[src/rtl/otg_hpi_engine_if.sv]
// HPI engine bus interface.
// Groups the command/response handshake and the CY7C67200 HPI pins.
//   master : command source (drives cmd_*, chip_rst_req, otg_hpi_data_in from the pad side)
//   slave  : the engine (drives cmd_ready, rsp_*, busy and all otg_hpi_* outputs)
interface otg_hpi_engine_if #(
    parameter int unsigned DATA_W = 16
);
    logic              cmd_valid;
    logic              cmd_ready;
    logic              cmd_write;
    logic [1:0]        cmd_addr;
    logic [DATA_W-1:0] cmd_wdata;
    logic              rsp_valid;
    logic [DATA_W-1:0] rsp_rdata;
    logic              chip_rst_req;
    logic              busy;
    logic              otg_hpi_cs_n;
    logic              otg_hpi_r_n;
    logic              otg_hpi_w_n;
    logic [1:0]        otg_hpi_addr;
    logic [DATA_W-1:0] otg_hpi_data_out;
    logic              otg_hpi_data_oe;
    logic [DATA_W-1:0] otg_hpi_data_in;
    logic              otg_hpi_reset_n;

    modport master (
        output cmd_valid, cmd_write, cmd_addr, cmd_wdata, chip_rst_req, otg_hpi_data_in,
        input  cmd_ready, rsp_valid, rsp_rdata, busy, otg_hpi_cs_n, otg_hpi_r_n,
               otg_hpi_w_n, otg_hpi_addr, otg_hpi_data_out, otg_hpi_data_oe, otg_hpi_reset_n
    );

    modport slave (
        input  cmd_valid, cmd_write, cmd_addr, cmd_wdata, chip_rst_req, otg_hpi_data_in,
        output cmd_ready, rsp_valid, rsp_rdata, busy, otg_hpi_cs_n, otg_hpi_r_n,
               otg_hpi_w_n, otg_hpi_addr, otg_hpi_data_out, otg_hpi_data_oe, otg_hpi_reset_n
    );
endinterface

[src/rtl/otg_hpi_engine.sv]
// HPI transaction engine for the CY7C67200 host port.
// Commands are queued in a small FIFO and executed by a sequencer producing
// setup/strobe/hold timing on cs_n/r_n/w_n; read data returns on a one-cycle pulse.
// Also sequences the chip reset pulse on otg_hpi_reset_n.
// Ports:
//   clk_clk     : system clock, rising edge
//   reset_reset : synchronous active-high reset
//   bus         : command/response handshake plus HPI pins (slave modport)
module otg_hpi_engine #(
    parameter int unsigned DATA_W     = 16,
    parameter int unsigned FIFO_DEPTH = 4,
    parameter int unsigned SETUP_CYC  = 1,
    parameter int unsigned STROBE_CYC = 4,
    parameter int unsigned HOLD_CYC   = 1,
    parameter int unsigned RESET_CYC  = 16
) (
    input  logic                 clk_clk,
    input  logic                 reset_reset,
    otg_hpi_engine_if.slave      bus
);
    function automatic int unsigned max2(input int unsigned a, input int unsigned b);
        return (a > b) ? a : b;
    endfunction

    localparam int unsigned MAX_CYC = max2(max2(SETUP_CYC, STROBE_CYC),
                                           max2(HOLD_CYC, RESET_CYC));
    localparam int unsigned CNT_W   = $clog2(MAX_CYC) + 1;
    localparam int unsigned AW      = $clog2(FIFO_DEPTH);
    localparam int unsigned EW      = DATA_W + 3;

    localparam logic [CNT_W-1:0] SETUP_LD  = CNT_W'(SETUP_CYC - 1);
    localparam logic [CNT_W-1:0] STROBE_LD = CNT_W'(STROBE_CYC - 1);
    localparam logic [CNT_W-1:0] HOLD_LD   = CNT_W'(HOLD_CYC - 1);
    localparam logic [CNT_W-1:0] RESET_LD  = CNT_W'(RESET_CYC - 1);

    typedef enum logic [2:0] {StIdle, StSetup, StStrobe, StHold, StReset} state_e;

    // Command FIFO: pointers carry one extra wrap bit to tell full from empty.
    logic [EW-1:0] mem [FIFO_DEPTH];
    logic [AW:0]   wr_ptr_q, rd_ptr_q;
    logic          empty, full, push, pop;

    assign empty = (wr_ptr_q == rd_ptr_q);
    assign full  = (wr_ptr_q[AW] != rd_ptr_q[AW]) && (wr_ptr_q[AW-1:0] == rd_ptr_q[AW-1:0]);
    assign push  = bus.cmd_valid && !full;

    always_ff @(posedge clk_clk) begin
        if (push) begin
            mem[wr_ptr_q[AW-1:0]] <= {bus.cmd_write, bus.cmd_addr, bus.cmd_wdata};
        end
    end

    always_ff @(posedge clk_clk) begin
        if (reset_reset) begin
            wr_ptr_q <= '0;
            rd_ptr_q <= '0;
        end else begin
            if (push) wr_ptr_q <= wr_ptr_q + 1'b1;
            if (pop)  rd_ptr_q <= rd_ptr_q + 1'b1;
        end
    end

    // Sequencer state and the command currently on the bus.
    state_e            state_q, state_d;
    logic [CNT_W-1:0]  cnt_q, cnt_d;
    logic              pend_q, pend_clr, load, capture;
    logic              cur_write_q;
    logic [1:0]        cur_addr_q;
    logic [DATA_W-1:0] cur_wdata_q, rdata_q;
    logic [EW-1:0]     head;

    assign head = mem[rd_ptr_q[AW-1:0]];

    always_ff @(posedge clk_clk) begin
        if (reset_reset) begin
            state_q     <= StIdle;
            cnt_q       <= '0;
            pend_q      <= 1'b0;
            cur_write_q <= 1'b0;
            cur_addr_q  <= '0;
            cur_wdata_q <= '0;
            rdata_q     <= '0;
        end else begin
            state_q <= state_d;
            cnt_q   <= cnt_d;
            // A request arriving on the very cycle of entry stays pending.
            pend_q  <= (pend_q && !pend_clr) || bus.chip_rst_req;
            if (load) begin
                cur_write_q <= head[EW-1];
                cur_addr_q  <= head[EW-2:EW-3];
                cur_wdata_q <= head[DATA_W-1:0];
            end
            if (capture) rdata_q <= bus.otg_hpi_data_in;
        end
    end

    always_comb begin
        state_d  = state_q;
        cnt_d    = cnt_q;
        pop      = 1'b0;
        load     = 1'b0;
        pend_clr = 1'b0;
        capture  = 1'b0;
        unique case (state_q)
            StIdle: begin
                if (pend_q) begin
                    state_d  = StReset;
                    cnt_d    = RESET_LD;
                    pend_clr = 1'b1;
                end else if (!empty) begin
                    pop     = 1'b1;
                    load    = 1'b1;
                    state_d = StSetup;
                    cnt_d   = SETUP_LD;
                end
            end
            StSetup: begin
                if (cnt_q == '0) begin
                    state_d = StStrobe;
                    cnt_d   = STROBE_LD;
                end else begin
                    cnt_d = cnt_q - 1'b1;
                end
            end
            StStrobe: begin
                if (cnt_q == '0) begin
                    capture = !cur_write_q;
                    state_d = StHold;
                    cnt_d   = HOLD_LD;
                end else begin
                    cnt_d = cnt_q - 1'b1;
                end
            end
            StHold, StReset: begin
                if (cnt_q == '0) begin
                    state_d = StIdle;
                end else begin
                    cnt_d = cnt_q - 1'b1;
                end
            end
            default: begin
                state_d = StIdle;
                cnt_d   = '0;
            end
        endcase
    end

    // HPI pins decode straight from registered state, so they are glitch-free per phase.
    logic active;
    assign active = (state_q == StSetup) || (state_q == StStrobe) || (state_q == StHold);

    assign bus.otg_hpi_cs_n     = !active;
    assign bus.otg_hpi_r_n      = !((state_q == StStrobe) && !cur_write_q);
    assign bus.otg_hpi_w_n      = !((state_q == StStrobe) && cur_write_q);
    assign bus.otg_hpi_addr     = active ? cur_addr_q : 2'b00;
    assign bus.otg_hpi_data_oe  = active && cur_write_q;
    assign bus.otg_hpi_data_out = (active && cur_write_q) ? cur_wdata_q : '0;
    assign bus.otg_hpi_reset_n  = (state_q != StReset);
    // Only the first HOLD cycle has the counter at its load value.
    assign bus.rsp_valid        = (state_q == StHold) && (cnt_q == HOLD_LD) && !cur_write_q;
    assign bus.rsp_rdata        = rdata_q;
    assign bus.cmd_ready        = !full;
    assign bus.busy             = (state_q != StIdle) || !empty || pend_q;
endmodule

[src/flat_wrapper.sv]
// flat-port wrapper written by rule: the top's interface ports become plain ports
module otg_hpi_engine_flat 
#(
    parameter int unsigned DATA_W     = 16,
    parameter int unsigned FIFO_DEPTH = 4,
    parameter int unsigned SETUP_CYC  = 1,
    parameter int unsigned STROBE_CYC = 4,
    parameter int unsigned HOLD_CYC   = 1,
    parameter int unsigned RESET_CYC  = 16
)
  (clk_clk, reset_reset, bus_cmd_valid, bus_cmd_write, bus_cmd_addr, bus_cmd_wdata, bus_chip_rst_req, bus_otg_hpi_data_in, bus_cmd_ready, bus_rsp_valid, bus_rsp_rdata, bus_busy, bus_otg_hpi_cs_n, bus_otg_hpi_r_n, bus_otg_hpi_w_n, bus_otg_hpi_addr, bus_otg_hpi_data_out, bus_otg_hpi_data_oe, bus_otg_hpi_reset_n);
  otg_hpi_engine_if #(.DATA_W(DATA_W)) bus_i ();
  input  logic clk_clk;
  input  logic reset_reset;
  input wire logic [$bits(bus_i.cmd_valid)-1:0] bus_cmd_valid;
  input wire logic [$bits(bus_i.cmd_write)-1:0] bus_cmd_write;
  input wire logic [$bits(bus_i.cmd_addr)-1:0] bus_cmd_addr;
  input wire logic [$bits(bus_i.cmd_wdata)-1:0] bus_cmd_wdata;
  input wire logic [$bits(bus_i.chip_rst_req)-1:0] bus_chip_rst_req;
  input wire logic [$bits(bus_i.otg_hpi_data_in)-1:0] bus_otg_hpi_data_in;
  output wire logic [$bits(bus_i.cmd_ready)-1:0] bus_cmd_ready;
  output wire logic [$bits(bus_i.rsp_valid)-1:0] bus_rsp_valid;
  output wire logic [$bits(bus_i.rsp_rdata)-1:0] bus_rsp_rdata;
  output wire logic [$bits(bus_i.busy)-1:0] bus_busy;
  output wire logic [$bits(bus_i.otg_hpi_cs_n)-1:0] bus_otg_hpi_cs_n;
  output wire logic [$bits(bus_i.otg_hpi_r_n)-1:0] bus_otg_hpi_r_n;
  output wire logic [$bits(bus_i.otg_hpi_w_n)-1:0] bus_otg_hpi_w_n;
  output wire logic [$bits(bus_i.otg_hpi_addr)-1:0] bus_otg_hpi_addr;
  output wire logic [$bits(bus_i.otg_hpi_data_out)-1:0] bus_otg_hpi_data_out;
  output wire logic [$bits(bus_i.otg_hpi_data_oe)-1:0] bus_otg_hpi_data_oe;
  output wire logic [$bits(bus_i.otg_hpi_reset_n)-1:0] bus_otg_hpi_reset_n;
  assign bus_i.cmd_valid = bus_cmd_valid;
  assign bus_i.cmd_write = bus_cmd_write;
  assign bus_i.cmd_addr = bus_cmd_addr;
  assign bus_i.cmd_wdata = bus_cmd_wdata;
  assign bus_i.chip_rst_req = bus_chip_rst_req;
  assign bus_i.otg_hpi_data_in = bus_otg_hpi_data_in;
  assign bus_cmd_ready = bus_i.cmd_ready;
  assign bus_rsp_valid = bus_i.rsp_valid;
  assign bus_rsp_rdata = bus_i.rsp_rdata;
  assign bus_busy = bus_i.busy;
  assign bus_otg_hpi_cs_n = bus_i.otg_hpi_cs_n;
  assign bus_otg_hpi_r_n = bus_i.otg_hpi_r_n;
  assign bus_otg_hpi_w_n = bus_i.otg_hpi_w_n;
  assign bus_otg_hpi_addr = bus_i.otg_hpi_addr;
  assign bus_otg_hpi_data_out = bus_i.otg_hpi_data_out;
  assign bus_otg_hpi_data_oe = bus_i.otg_hpi_data_oe;
  assign bus_otg_hpi_reset_n = bus_i.otg_hpi_reset_n;
  otg_hpi_engine #(.DATA_W(DATA_W), .FIFO_DEPTH(FIFO_DEPTH), .SETUP_CYC(SETUP_CYC), .STROBE_CYC(STROBE_CYC), .HOLD_CYC(HOLD_CYC), .RESET_CYC(RESET_CYC)) u_core (.clk_clk(clk_clk), .reset_reset(reset_reset), .bus(bus_i));
endmodule
[config.mk]
export PLATFORM = sky130hd
export DESIGN_NAME = otg_hpi_engine_flat
export DESIGN_NICKNAME = d
export VERILOG_FILES = /design/src/rtl/otg_hpi_engine_if.sv /design/src/rtl/otg_hpi_engine.sv /design/src/flat_wrapper.sv
export SDC_FILE = /design/constraint.sdc
export NUM_CORES = 1
export LEC_CHECK = 0
export ABC_CLOCK_PERIOD_IN_PS = 2100
export CORE_MARGIN = 8
export CORE_UTILIZATION = 48
export DETAILED_ROUTE_END_ITERATION = 10
export PLACE_DENSITY_LB_ADDON = 0.25
export SKIP_CTS_REPAIR_TIMING = 1
export SLEW_MARGIN = 20
export SYNTH_ARGS = -nofsm -noshare
export SYNTH_HDL_FRONTEND = slang
export SYNTH_SLANG_ARGS = --single-unit
[constraint.sdc]
create_clock -name clk_clk -period 2.1 [get_ports clk_clk]
set_input_delay 0.21 -clock clk_clk [delete_from_list [all_inputs] [get_ports clk_clk]]
set_output_delay 0.21 -clock clk_clk [all_outputs]
set_load 0.005 [all_outputs]
# --- Yosys cells after proc, flatten, opt, wreduce, memory -nomap -nowiden ---
# Memory sizes are Yosys's and may differ from the RTL's. A register that Yosys moved wholly into a read port is not among the register bits.
# Cells that the tools add are included.
totals:
  regBits: 31
  latchBits: 0
  mem_bits_rw: 76
  rom_bits: 0
  inputBits: 39
  output_inout_bits: 42
  word_cells: 72
  n_memories: 1
mem_list:
  columns: ["memory", "depth", "word_bits", "rd", "rd_ports_with_merged_regs", "write_ports", "line", "source"]
  rows:
  - ["u_core.mem", 4, 19, 1, 1, 1, "otg_hpi_engine.sv:39", "logic [EW-1:0] mem [FIFO_DEPTH];"]
classes:
  add_sub_neg: 3
  multipliers: 0
  div: 0
  order_cmp: 0
  n_eq_ne: 13
  shifts: 0
  muxes: 23
  bitwise: 0
  reduce_logical: 26
op_table:
  columns: ["op", "count"]
  rows:
  - ["2-to-1 mux 5 bit", 5]
  - ["one-hot mux 5 bit (4 select lines)", 1]
  - ["2-to-1 mux 16 bit", 1]
  - ["2-to-1 mux 3 bit", 5]
  - ["one-hot mux 3 bit (4 select lines)", 1]
  - ["2-to-1 mux 1 bit", 9]
  - ["logical AND 1 bit", 8]
  - ["zero test 1 bit", 7]
  - ["adder 3 x 1 -> 3 bit (second input constant)", 2]
  - ["== test 3 x 2 -> 1 bit (second input constant)", 2]
  - ["inequality test 2 x 1 -> 1 bit (second input constant)", 3]
  - ["inequality test 3 bit (second input constant)", 2]
  - ["zero test 5 bit", 1]
  - ["logical OR 1 bit", 5]
  - ["subtractor 5 x 1 -> 5 bit (second input constant)", 1]
  - ["AND reduction 4 bit", 1]
  - ["== test 3 x 1 -> 1 bit (second input constant)", 1]
  - ["== test 3 bit", 1]
  - ["== test 3 bit (second input constant)", 1]
  - ["zero test 3 bit", 1]
  - ["nonzero test 3 bit", 1]
  - ["== test 2 bit", 1]
  - ["2-to-1 mux 2 bit", 1]
  - ["inequality test 2 bit (second input constant)", 1]
  - ["3 further kinds", 3]

# --- Longest topological paths before layout ---
# Gate-level depths: netlist of run 1.
logic_depth:
  ltp_word: 6
  mapped_depth: 8
  ltp_nobuf: 7

# --- Worst setup path before layout of run 1 ---
# Ideal clock, no wire load.
synth_path:
  path_type: "reg2reg"
  start: "register u_core.wr_ptr_q[0]"
  end: "memory u_core.mem[3][0] (netlist name), enable pin"
  setup_ns: 0.379
  arrival_time_ns: 1.578
  required_ns: 1.721
  path_slack_ns: 0.143
  stages_incl_launch_ff: 4
  n_path_buf: 0
  period_less_slack_ns: 1.957
  cell_sequence: "dfxtp_1 -> xnor2_1 -> a31oi_1 -> and2_1"
synth_between:
  elab_chain_cells: 6
synth_rtl:
  columns: ["item", "line", "source"]
  rows:
  - ["from (decl)", "otg_hpi_engine.sv:40", "logic [AW:0] wr_ptr_q, rd_ptr_q;"]
  - ["from (signal assigned)", "otg_hpi_engine.sv:58", "if (push) wr_ptr_q <= wr_ptr_q + 1'b1;"]
  - ["== test 2 bit", "otg_hpi_engine.sv:44", "assign full = (wr_ptr_q[AW] != rd_ptr_q[AW]) && (wr_ptr_q[AW-1:0] == rd_ptr_q[AW-1:0]);"]
  - ["logical AND 1 bit", "otg_hpi_engine.sv:44", null]
  - ["zero test 1 bit", "otg_hpi_engine.sv:45", "assign push = bus.cmd_valid && !full;"]
  - ["logical AND 1 bit", "otg_hpi_engine.sv:45", null]
  - ["2-to-1 mux 1 bit", "otg_hpi_engine.sv:48", "if (push) begin"]
  - ["2-to-1 mux 1 bit (not written as such)", "otg_hpi_engine.sv:49", "mem[wr_ptr_q[AW-1:0]] <= {bus.cmd_write, bus.cmd_addr, bus.cmd_wdata};"]
  - ["to (decl)", "otg_hpi_engine.sv:39", null]
# Several ways; a longest one is shown, not always the timed one.

# --- Worst setup path in the final report of run 1 ---
layout_path:
  start: "register u_core.state_q[0]"
  end: "output port bus_otg_hpi_data_out[9]"
layout_between:
  elab_chain_cells: 5
  word_cells_on_any_way: 7
  classes_between: "eq/ne: 3; mux: 1; reduce/logical: 3"
layout_rtl:
  columns: ["item", "line", "source"]
  rows:
  - ["from (decl)", "otg_hpi_engine.sv:64", "state_e state_q, state_d;"]
  - ["from (signal assigned)", "otg_hpi_engine.sv:76", "state_q <= StIdle;"]
  - ["from (signal assigned)", "otg_hpi_engine.sv:84", "state_q <= state_d;"]
  - ["== test 3 x 1 -> 1 bit or == test 3 x 2 -> 1 bit (tied branches)", "otg_hpi_engine.sv:150", "assign active = (state_q == StSetup) || (state_q == StStrobe) || (state_q == StHold);"]
  - ["logical OR 1 bit", "otg_hpi_engine.sv:150", null]
  - ["logical OR 1 bit (*)", "otg_hpi_engine.sv:150", null]
  - ["logical AND 1 bit (*)", "otg_hpi_engine.sv:157", "assign bus.otg_hpi_data_out = (active && cur_write_q) ? cur_wdata_q : '0;"]
  - ["2-to-1 mux 16 bit (*)", "otg_hpi_engine.sv:157", null]
  - ["to (decl)", "flat_wrapper.sv:29", "output wire logic [$bits(bus_i.otg_hpi_data_out)-1:0] bus_otg_hpi_data_out;"]
# Mark *: on every way between the ends. The rest lies on a longest branch, timed or not.

==> run_summary.xml, run 1 <==
<?xml version="1.0" encoding="UTF-8"?>
<metrics>
  <group name="logic_synthesis">
    <metric name="ys_async_sr_fraction" unit="%">0</metric>
    <metric name="yosysSeqAreaShare" unit="%">64.44</metric>
    <metric name="synth-edff-count" unit="">76</metric>
    <metric name="ys.flop_type" unit="">sky130_fd_sc_hd__edfxtp_1</metric>
    <metric name="postSynthAreaPerCell" unit="um^2">13.55</metric>
    <metric name="synth.distinct_cells" unit="">46</metric>
    <metric name="syn-num-nets" unit="">421</metric>
    <metric name="synthCells" unit="">376</metric>
    <metric name="synthDominantCellAreaShare" unit="%">44.79</metric>
    <metric name="ys_ff_latch" unit="">126</metric>
    <metric name="ys_warn_count" unit="">0</metric>
    <metric name="syn_area" unit="mm^2">0.005095</metric>
    <metric name="post_synth_main_area_contributors" unit="">sky130_fd_sc_hd__edfxtp_1, sky130_fd_sc_hd__dfxtp_1, sky130_fd_sc_hd__mux4_2, sky130_fd_sc_hd__mux2i_1, sky130_fd_sc_hd__nand2_1</metric>
    <metric name="synth_top_cell_by_area" unit="">sky130_fd_sc_hd__edfxtp_1</metric>
  </group>
  <group name="setup_path">
    <metric name="startpoint_type" unit="">register</metric>
    <metric name="timing.critical_path.cells" unit="">nor2_2, nor2_2, buf_12, and3_1, clkdlybuf4s50_1</metric>
    <metric name="critical-path-top-cell-by-count" unit="">sky130_fd_sc_hd__nor2_2</metric>
    <metric name="reg2reg_from" unit="">u_core.cnt_q[0]$_SDFFE_PP0P_</metric>
    <metric name="crit_arrival" unit="ps">1920</metric>
    <metric name="largest_stage_delay_on_the_critical_path" unit="ps">500</metric>
    <metric name="critical-path-top-delay-family" unit="">buffers and inverters</metric>
    <metric name="critical_path_depth" unit="">5</metric>
    <metric name="r2r-end" unit="">u_core.cnt_q[0]$_SDFFE_PP0P_</metric>
    <metric name="cpMaxStageDelayCell" unit="">sky130_fd_sc_hd__clkdlybuf4s50_1</metric>
    <metric name="worst_setup_path_startpoint" unit="">u_core.state_q[0]$_SDFFE_PP0P_</metric>
    <metric name="ff2ff_setup_slack" unit="ps">160</metric>
    <metric name="worst-path-buf-inv" unit="">2</metric>
    <metric name="timing.critical_path.fanout_max" unit="">21</metric>
    <metric name="worst_setup_path_end_kind" unit="">output port</metric>
    <metric name="worst_path_required" unit="ps">1890</metric>
    <metric name="reg2regPathDepth" unit="">7</metric>
    <metric name="endpoint" unit="">bus_otg_hpi_data_out[9]</metric>
    <metric name="path_class" unit="">reg -&gt; out</metric>
  </group>
  <group name="route">
    <metric name="count_of_tritonroute_iterations_in_the_first_routing_pass" unit="">4</metric>
    <metric name="detail_route.vias_per_cell" unit="">5.390</metric>
    <metric name="route.vias.total" unit="">3347</metric>
    <metric name="drcViolationCount" unit="">0</metric>
    <metric name="wl_per_cell" unit="um">17.64</metric>
    <metric name="drt_first_iter_violations" unit="">259</metric>
    <metric name="wl" unit="um">10960</metric>
    <metric name="postRouteAntennaNets" unit="">0</metric>
  </group>
  <group name="final_layout">
    <metric name="areaGrowthSynthToFinish" unit="%">34.53</metric>
    <metric name="finalInstanceArea" unit="mm^2">0.006854</metric>
    <metric name="final_cell_count_without_fillers" unit="">621</metric>
    <metric name="layout.filler_cells" unit="">755</metric>
    <metric name="layout.nets" unit="">517</metric>
    <metric name="mostFrequentLayoutCell" unit="">sky130_fd_sc_hd__edfxtp_1</metric>
    <metric name="number_of_inserted_diodes" unit="">0</metric>
    <metric name="drive_gt1_share" unit="%">18.56</metric>
    <metric name="register_area" unit="mm^2">0.003299</metric>
    <metric name="multi_input_area" unit="mm^2">0.001710</metric>
    <metric name="layout_common_cells" unit="">sky130_fd_sc_hd__edfxtp_1, sky130_fd_sc_hd__clkdlybuf4s50_1, sky130_fd_sc_hd__dfxtp_1</metric>
  </group>
  <group name="power">
    <metric name="cellInternalPower" unit="mW">5.847</metric>
    <metric name="power_density" unit="mW/mm^2">1237</metric>
    <metric name="vdd_ir_drop_max" unit="mV">0.6714</metric>
    <metric name="net-switching-power" unit="mW">2.630</metric>
    <metric name="sw_frac_of_total" unit="%">31.02</metric>
    <metric name="power_frac_comb" unit="%">29.8</metric>
    <metric name="power.share.clock" unit="%">32.7</metric>
    <metric name="power.total" unit="mW">8.476</metric>
    <metric name="static-leakage-power" unit="nW">2.746</metric>
    <metric name="sequentialPowerShare" unit="%">37.5</metric>
  </group>
  <group name="clock_network">
    <metric name="cts_made_buffers" unit="">17</metric>
    <metric name="cts_num_sinks" unit="">126</metric>
    <metric name="cts-htree-levels" unit="">4</metric>
    <metric name="cts.path.max_buffers" unit="">2</metric>
    <metric name="cts_tree" unit="">yes</metric>
    <metric name="worst_setup_hold_path_clk_slew" unit="ps">60</metric>
    <metric name="clock-root-buffer" unit="">sky130_fd_sc_hd__clkbuf_8</metric>
    <metric name="clk_latency_worst_skew_pair" unit="ps">510</metric>
  </group>
  <group name="grt">
    <metric name="global_route_met1_usage" unit="%">18.73</metric>
    <metric name="grt_first_pass_wirelength" unit="um">17640</metric>
    <metric name="grt_usage" unit="%">15.72</metric>
    <metric name="grt-busiest-layer" unit="">met2</metric>
    <metric name="congestion_overflow_gr" unit="">0</metric>
    <metric name="met2_usage" unit="%">26.06</metric>
    <metric name="grt_pass1_vias" unit="">3527</metric>
    <metric name="number_of_antenna_violations_at_the_first_check_in_global_routing" unit="">0</metric>
    <metric name="groute.layer.met3.usage" unit="%">4.818</metric>
    <metric name="largest_net_degree_at_the_start_of_global_routing" unit="">30</metric>
  </group>
  <group name="sta">
    <metric name="grt_setup_unrepaired" unit="">true</metric>
    <metric name="max_slew.worst_pin.slew" unit="ps">577.0</metric>
    <metric name="drv_slew" unit="">0</metric>
    <metric name="slew-limit-headroom" unit="%">61.53</metric>
    <metric name="setup_viol" unit="">2</metric>
    <metric name="fin_hold_ws" unit="ps">193.0</metric>
    <metric name="clock_skew" unit="ps">12.79</metric>
    <metric name="final_period_minus_worst_setup_slack" unit="ps">2134</metric>
    <metric name="layout_setup_ws" unit="ps">-34.45</metric>
    <metric name="final.period_utilization" unit="%">101.6</metric>
    <metric name="finalHoldViolations" unit="">0</metric>
    <metric name="maximum_achievable_frequency" unit="MHz">468.5</metric>
  </group>
  <group name="hold_path">
    <metric name="timing.hold.worst.class" unit="">in -&gt; reg</metric>
    <metric name="hold_depth" unit="">2</metric>
  </group>
  <group name="floorplanning">
    <metric name="core_region_area" unit="mm^2">0.01032</metric>
    <metric name="design.die.area" unit="mm^2">0.01417</metric>
    <metric name="initial_utilization" unit="%">49.35</metric>
    <metric name="pin_count" unit="">81</metric>
    <metric name="placementRows" unit="">37</metric>
    <metric name="fp.dieW" unit="um">119.0</metric>
    <metric name="die_y" unit="um">119.0</metric>
  </group>
  <group name="placement">
    <metric name="dp.cells" unit="">587</metric>
    <metric name="routability_driven_placement_congestion_ratio" unit="">0.7989</metric>
    <metric name="dpl-instance-area" unit="mm^2">0.006158</metric>
    <metric name="hpwlAfterDp" unit="um">6876</metric>
    <metric name="io_buffers" unit="">80</metric>
  </group>
  <group name="outcome">
    <metric name="failing_checks" unit="">negative setup slack</metric>
    <metric name="status" unit="">finished with violations</metric>
  </group>
  <group name="job">
    <metric name="max_cap_violations" unit="">0</metric>
  </group>
</metrics>
==> cell families (layout without fill, tap and decap cells) <==
family                     count (synthesis)  in the layout  share of synthesized area (%)
adders and majority gates                  6              6                          1.473
DFF                                      126            126                          64.44
buffers and inverters                     33            142                          2.849
AOI/OAI and AO/OA                         46             46                          6.017
and+or+nand+nor                          117            117                          11.35
muxes                                     39             39                          12.33
xor gates and xnor gates                   9              9                          1.547
==> Yosys cell counts, types with 2 or more instances <==
library cell,instances
sky130_fd_sc_hd__a211oi_1,3
sky130_fd_sc_hd__a21oi_1,22
sky130_fd_sc_hd__a22o_1,3
sky130_fd_sc_hd__and2_1,7
sky130_fd_sc_hd__and3_1,17
sky130_fd_sc_hd__buf_2,4
sky130_fd_sc_hd__buf_6,2
sky130_fd_sc_hd__clkbuf_1,17
sky130_fd_sc_hd__dfxtp_1,50
sky130_fd_sc_hd__edfxtp_1,76
sky130_fd_sc_hd__ha_1,6
sky130_fd_sc_hd__inv_1,8
sky130_fd_sc_hd__mux2i_1,20
sky130_fd_sc_hd__mux4_2,19
sky130_fd_sc_hd__nand2_1,37
sky130_fd_sc_hd__nand2b_1,3
sky130_fd_sc_hd__nand3_1,2
sky130_fd_sc_hd__nand3b_1,2
sky130_fd_sc_hd__nor2_1,33
sky130_fd_sc_hd__nor2b_1,2
sky130_fd_sc_hd__nor3_1,2
sky130_fd_sc_hd__nor4_1,2
sky130_fd_sc_hd__nor4b_1,2
sky130_fd_sc_hd__o21ai_0,7
sky130_fd_sc_hd__o22ai_1,2
sky130_fd_sc_hd__xnor2_1,6
sky130_fd_sc_hd__xor2_1,3
==> final cells by class <==
type,count,area share [%]
timing repair buffer,102,15.72
multi-input combinational,217,24.95
sequential,126,48.14
inverter,8,0.4381
clock buffer,17,6.042
clock inverter,15,2.227
tap,136,2.483
==> worst min path at each step <==
stage / slack, ps / start / end
after floorplan: 310 / bus_cmd_wdata[0] / u_core.mem[0][0]$_DFFE_PP_
after global placement: 440 / u_core.bus.rsp_rdata[7]$_SDFFE_PP0P_ / u_core.bus.rsp_rdata[7]$_SDFFE_PP0P_
after detailed placement: 450 / u_core.bus.rsp_rdata[13]$_SDFFE_PP0P_ / u_core.bus.rsp_rdata[13]$_SDFFE_PP0P_
after CTS: 180 / reset_reset / u_core.cur_wdata_q[13]$_SDFFE_PP0P_
after global routing: 200 / reset_reset / u_core.cur_wdata_q[15]$_SDFFE_PP0P_
final: 190 / reset_reset / u_core.cur_wdata_q[8]$_SDFFE_PP0P_
==> worst register-to-register path, delay by kind of cell (launching register included) <==
family / cells / cell delay (ps)
buffers and inverters: 1 / 80
AOI/OAI and AO/OA: 3 / 460
and+or+nand+nor: 2 / 760
adders and majority gates: 1 / 220
DFF: 1 / 310
==> state kept, by name (all words and copies together), names as in the netlist <==
signal / flops
u_core.mem: 76
u_core.bus.rsp_rdata: 16
u_core.cur_wdata_q: 16
u_core.cnt_q: 5
u_core.rd_ptr_q: 3
u_core.state_q: 3
u_core.wr_ptr_q: 3
u_core.cur_addr_q: 2
u_core.cur_write_q: 1
u_core.pend_q: 1
==> stage by stage <==
stage | utilization, % | setup slack [ps] | TNS (ps)
after global routing | 66.39 | -121.5 | -346.5
after CTS | 65.14 | -497.8 | -7753
final | 66.39 | -34.45 | -66.29
after floorplan | - | 143.2 | 0
after global placement | 59.65 | 116.3 | 0
after detailed placement | 59.65 | 66.54 | 0
==> metal layers <==
| layer | vias to the layer above | share of wire (%) | routed length, um |
|---|---|---|---|
| li1 | 1585 | - | - |
| met1 | 1647 | 44 | 4831 |
| met2 | 109 | 50 | 5429 |
| met3 | 6 | 5.6 | 614 |
| met4 | 0 | 0.73 | 80 |
| met5 | - | 0 | 0 |
==> power by group through the flow <==
stage	logic (mW)	clock network (mW)	registers (mW)
2_1_floorplan	1.67	0	3.11
3_3_place_gp	2.36	0	3.19
3_5_place_dp	2.40	0	3.20
4_1_cts	2.43	2.82	3.15
5_1_grt	2.76	2.93	3.22
6_report	2.53	2.77	3.18
Note: power is estimated with default switching activity, not from simulation.
==> run 2: changes to the inputs <==
Settings changed: ABC_AREA set to 1.
==> run 2 against run 1 <==
The run now ends clean. Routed wire length increased by 8.4%. Critical path depth increased by 3. Worst setup slack improved by 150 ps. Clock skew about the same. Non-clock buffer count decreased by 3. Fmax increased by 7.6%. Global-route usage increased by 0.78 points. First-iteration DRC count decreased by 12%. Sequential power increased by 3%. Combinational power increased by 13%. Clock power increased by 14%. Critical path type unchanged. Critical endpoint is now bus_otg_hpi_data_out[2].
==> run_summary.xml, run 2 <==
<?xml version="1.0" encoding="UTF-8"?>
<metrics>
  <group name="floorplanning">
    <metric name="design.die.area" unit="mm^2">0.01437</metric>
    <metric name="core_region_area" unit="mm^2">0.01070</metric>
    <metric name="fp.dieW" unit="um">119.9</metric>
    <metric name="initial_utilization" unit="%">48.43</metric>
    <metric name="placementRows" unit="">38</metric>
    <metric name="pin_count" unit="">81</metric>
    <metric name="die_y" unit="um">119.9</metric>
  </group>
  <group name="sta">
    <metric name="maximum_achievable_frequency" unit="MHz">504.3</metric>
    <metric name="drv_slew" unit="">0</metric>
    <metric name="grt_setup_unrepaired" unit="">false</metric>
    <metric name="final.period_utilization" unit="%">94.42</metric>
    <metric name="clock_skew" unit="ps">12.86</metric>
    <metric name="finalHoldViolations" unit="">0</metric>
    <metric name="max_slew.worst_pin.slew" unit="ps">413.9</metric>
    <metric name="fin_hold_ws" unit="ps">283.5</metric>
    <metric name="slew-limit-headroom" unit="%">72.41</metric>
    <metric name="final_period_minus_worst_setup_slack" unit="ps">1983</metric>
    <metric name="setup_viol" unit="">0</metric>
  </group>
  <group name="logic_synthesis">
    <metric name="synth_most_common_cell" unit="">sky130_fd_sc_hd__nor2_1</metric>
    <metric name="ys.flop_type" unit="">sky130_fd_sc_hd__edfxtp_1</metric>
    <metric name="synth.distinct_cells" unit="">27</metric>
    <metric name="yosysSeqAreaShare" unit="%">63.37</metric>
    <metric name="ys_async_sr_fraction" unit="%">0</metric>
    <metric name="post_synth_main_area_contributors" unit="">sky130_fd_sc_hd__edfxtp_1, sky130_fd_sc_hd__dfxtp_1, sky130_fd_sc_hd__nor2_1, sky130_fd_sc_hd__o21ai_0, sky130_fd_sc_hd__nand2_1</metric>
    <metric name="synth_top_cell_by_area" unit="">sky130_fd_sc_hd__edfxtp_1</metric>
    <metric name="postSynthAreaPerCell" unit="um^2">9.685</metric>
    <metric name="synth-edff-count" unit="">76</metric>
    <metric name="synth_commonest_cells" unit="">sky130_fd_sc_hd__nor2_1, sky130_fd_sc_hd__edfxtp_1, sky130_fd_sc_hd__o21ai_0, sky130_fd_sc_hd__dfxtp_1, sky130_fd_sc_hd__nand2_1</metric>
    <metric name="syn-num-nets" unit="">580</metric>
    <metric name="synthCells" unit="">535</metric>
    <metric name="ys_warn_count" unit="">0</metric>
    <metric name="syn_area" unit="mm^2">0.005181</metric>
    <metric name="ys_ff_latch" unit="">126</metric>
    <metric name="synthDominantCellAreaShare" unit="%">44.05</metric>
  </group>
  <group name="setup_path">
    <metric name="worst_path_required" unit="ps">1890</metric>
    <metric name="path_class" unit="">reg -&gt; out</metric>
    <metric name="startpoint_type" unit="">register</metric>
    <metric name="crit_arrival" unit="ps">1770</metric>
    <metric name="timing.critical_path.fanout_max" unit="">15</metric>
    <metric name="worst_setup_path_end_kind" unit="">output port</metric>
  </group>
  <group name="grt">
    <metric name="number_of_antenna_violations_at_the_first_check_in_global_routing" unit="">0</metric>
    <metric name="congestion_overflow_gr" unit="">0</metric>
    <metric name="grt_first_pass_wirelength" unit="um">18780</metric>
    <metric name="grt_usage" unit="%">16.50</metric>
    <metric name="grt_pass1_vias" unit="">3861</metric>
    <metric name="largest_net_degree_at_the_start_of_global_routing" unit="">44</metric>
  </group>
  <group name="power">
    <metric name="power_density" unit="mW/mm^2">1334</metric>
    <metric name="static-leakage-power" unit="nW">2.929</metric>
    <metric name="vdd_ir_drop_max" unit="mV">0.7731</metric>
  </group>
  <group name="final_layout">
    <metric name="final_util" unit="%">65.06</metric>
    <metric name="mostFrequentLayoutCell" unit="">sky130_fd_sc_hd__nor2_1</metric>
    <metric name="final_cell_count_without_fillers" unit="">782</metric>
    <metric name="layout_common_cells" unit="">sky130_fd_sc_hd__nor2_1, sky130_fd_sc_hd__edfxtp_1, sky130_fd_sc_hd__o21ai_0</metric>
    <metric name="number_of_inserted_diodes" unit="">0</metric>
    <metric name="layout.nets" unit="">674</metric>
    <metric name="areaGrowthSynthToFinish" unit="%">34.34</metric>
    <metric name="largest_register_ff_count" unit="">76</metric>
    <metric name="drive_gt1_share" unit="%">12.15</metric>
  </group>
  <group name="route">
    <metric name="drcViolationCount" unit="">0</metric>
    <metric name="detail_route.vias_per_cell" unit="">4.997</metric>
    <metric name="route.vias.total" unit="">3908</metric>
    <metric name="postRouteAntennaNets" unit="">0</metric>
    <metric name="wl" unit="um">11870</metric>
    <metric name="drt_first_iter_violations" unit="">228</metric>
    <metric name="wl_per_cell" unit="um">15.18</metric>
    <metric name="count_of_tritonroute_iterations_in_the_first_routing_pass" unit="">4</metric>
  </group>
  <group name="clock_network">
    <metric name="cts_num_sinks" unit="">126</metric>
    <metric name="cts.path.max_buffers" unit="">2</metric>
    <metric name="cts-htree-levels" unit="">4</metric>
    <metric name="cts_tree" unit="">yes</metric>
    <metric name="clk_latency_worst_skew_pair" unit="ps">520</metric>
    <metric name="cts_made_buffers" unit="">17</metric>
    <metric name="clock-root-buffer" unit="">sky130_fd_sc_hd__clkbuf_8</metric>
    <metric name="worst_setup_hold_path_clk_slew" unit="ps">60</metric>
  </group>
  <group name="placement">
    <metric name="io_buffers" unit="">80</metric>
    <metric name="hpwlAfterDp" unit="um">7512</metric>
    <metric name="routability_driven_placement_congestion_ratio" unit="">0.8382</metric>
    <metric name="dp.cells" unit="">745</metric>
  </group>
  <group name="job">
    <metric name="max_cap_violations" unit="">0</metric>
  </group>
  <group name="hold_path">
    <metric name="timing.hold.worst.class" unit="">in -&gt; reg</metric>
  </group>
  <group name="outcome">
    <metric name="status" unit="">finished, final reports clean</metric>
  </group>
</metrics>
[run 2: changes by cell type after synthesis, sizes merged, moves of 8 or more]
| cell | before | now |
|---|---|---|
| mux2i | 20 | 0 |
| inv | 8 | 48 |
| nor2 | 34 | 131 |
| o21ai | 7 | 97 |
| mux4 | 19 | 0 |
| a21oi | 22 | 33 |
| clkbuf | 18 | 10 |
| and3 | 17 | 0 |
| nand2 | 37 | 54 |
[run 2: cell type report]
cell class | count | area, um^2
flip-flops and latches | 126 | 3296
fillers | 836 | 3737
clock inverters | 15 | 230.2
multi-input cells | 337 | 1595
repair buffers | 99 | 1066
inverters | 48 | 183.9
clock buffers | 17 | 414.1
well taps | 140 | 175.2
[run 2: worst max-delay path: stages (launching register included)]
cell and delay, ps:
sky130_fd_sc_hd__dfxtp_4 380, sky130_fd_sc_hd__nor2_2 50, sky130_fd_sc_hd__nor2_1 110, sky130_fd_sc_hd__inv_2 80, sky130_fd_sc_hd__nor2_4 120, sky130_fd_sc_hd__clkinvlp_4 120, sky130_fd_sc_hd__buf_12 160, sky130_fd_sc_hd__nor2_1 100
sky130_fd_sc_hd__dlymetal6s2s_1 150
[run 2: cells by family (layout without fill, tap and decap cells)]
family	after synthesis	in the layout	synth area share (%)
fa+ha+maj	6	6	1.449
compound gates	130	130	12.56
buf+inv	72	179	6.037
xor+xnor	4	4	0.8212
flops	126	126	63.37
simple gates	197	197	15.77
[run 2: routing by layer]
metal | GRT usage [%] | share of wire (%) | vias up
li1 | - | - | 1971
met1 | 19.09 | 43 | 1807
met2 | 28.47 | 50 | 119
met3 | 5.167 | 5.8 | 11
met4 | 5.464 | 1.1 | 0
met5 | 0 | 0 | -
[run 2: final timing paths]
kind | cells past startpoint | endpoint | slack (ps) | from
worst min register to register | 2 | u_core.cur_wdata_q[0]$_SDFFE_PP0P_ | 460 | u_core.cur_wdata_q[0]$_SDFFE_PP0P_
worst min-delay path | 3 | u_core.bus.rsp_rdata[4]$_SDFFE_PP0P_ | 280 | bus_otg_hpi_data_in[4]
worst max register to register | 5 | u_core.mem[0][11]$_DFFE_PP_ | 410 | u_core.wr_ptr_q[2]$_SDFFE_PP0P_
worst max-delay path | 8 | bus_otg_hpi_data_out[2] | 120 | u_core.state_q[1]$_SDFFE_PP0P_
[run 2: stage by stage]
| step | setup WS [ps] | cell area (um^2) | setup TNS (ps) | power [mW] |
|---|---|---|---|---|
| 2_1_floorplan | -24.12 | 5181 | -1833 | 5.112 |
| 3_3_place_gp | 199.0 | 6192 | 0 | 5.954 |
| 3_5_place_dp | 98.27 | 6192 | 0 | 6.047 |
| 4_1_cts | -460.2 | 6837 | -7049 | 9.209 |
| 5_1_grt | 21.98 | 6960 | 0 | 9.823 |
| 6_report | 117.2 | 6960 | 0 | 9.284 |
[run 2: power breakdown]
group	switching [mW]	total, mW	leakage [nW]	internal [mW]
Clock	1.08	3.15	0.302	2.06
Combinational	1.74	2.87	1.52	1.13
Sequential	0.195	3.26	1.11	3.07
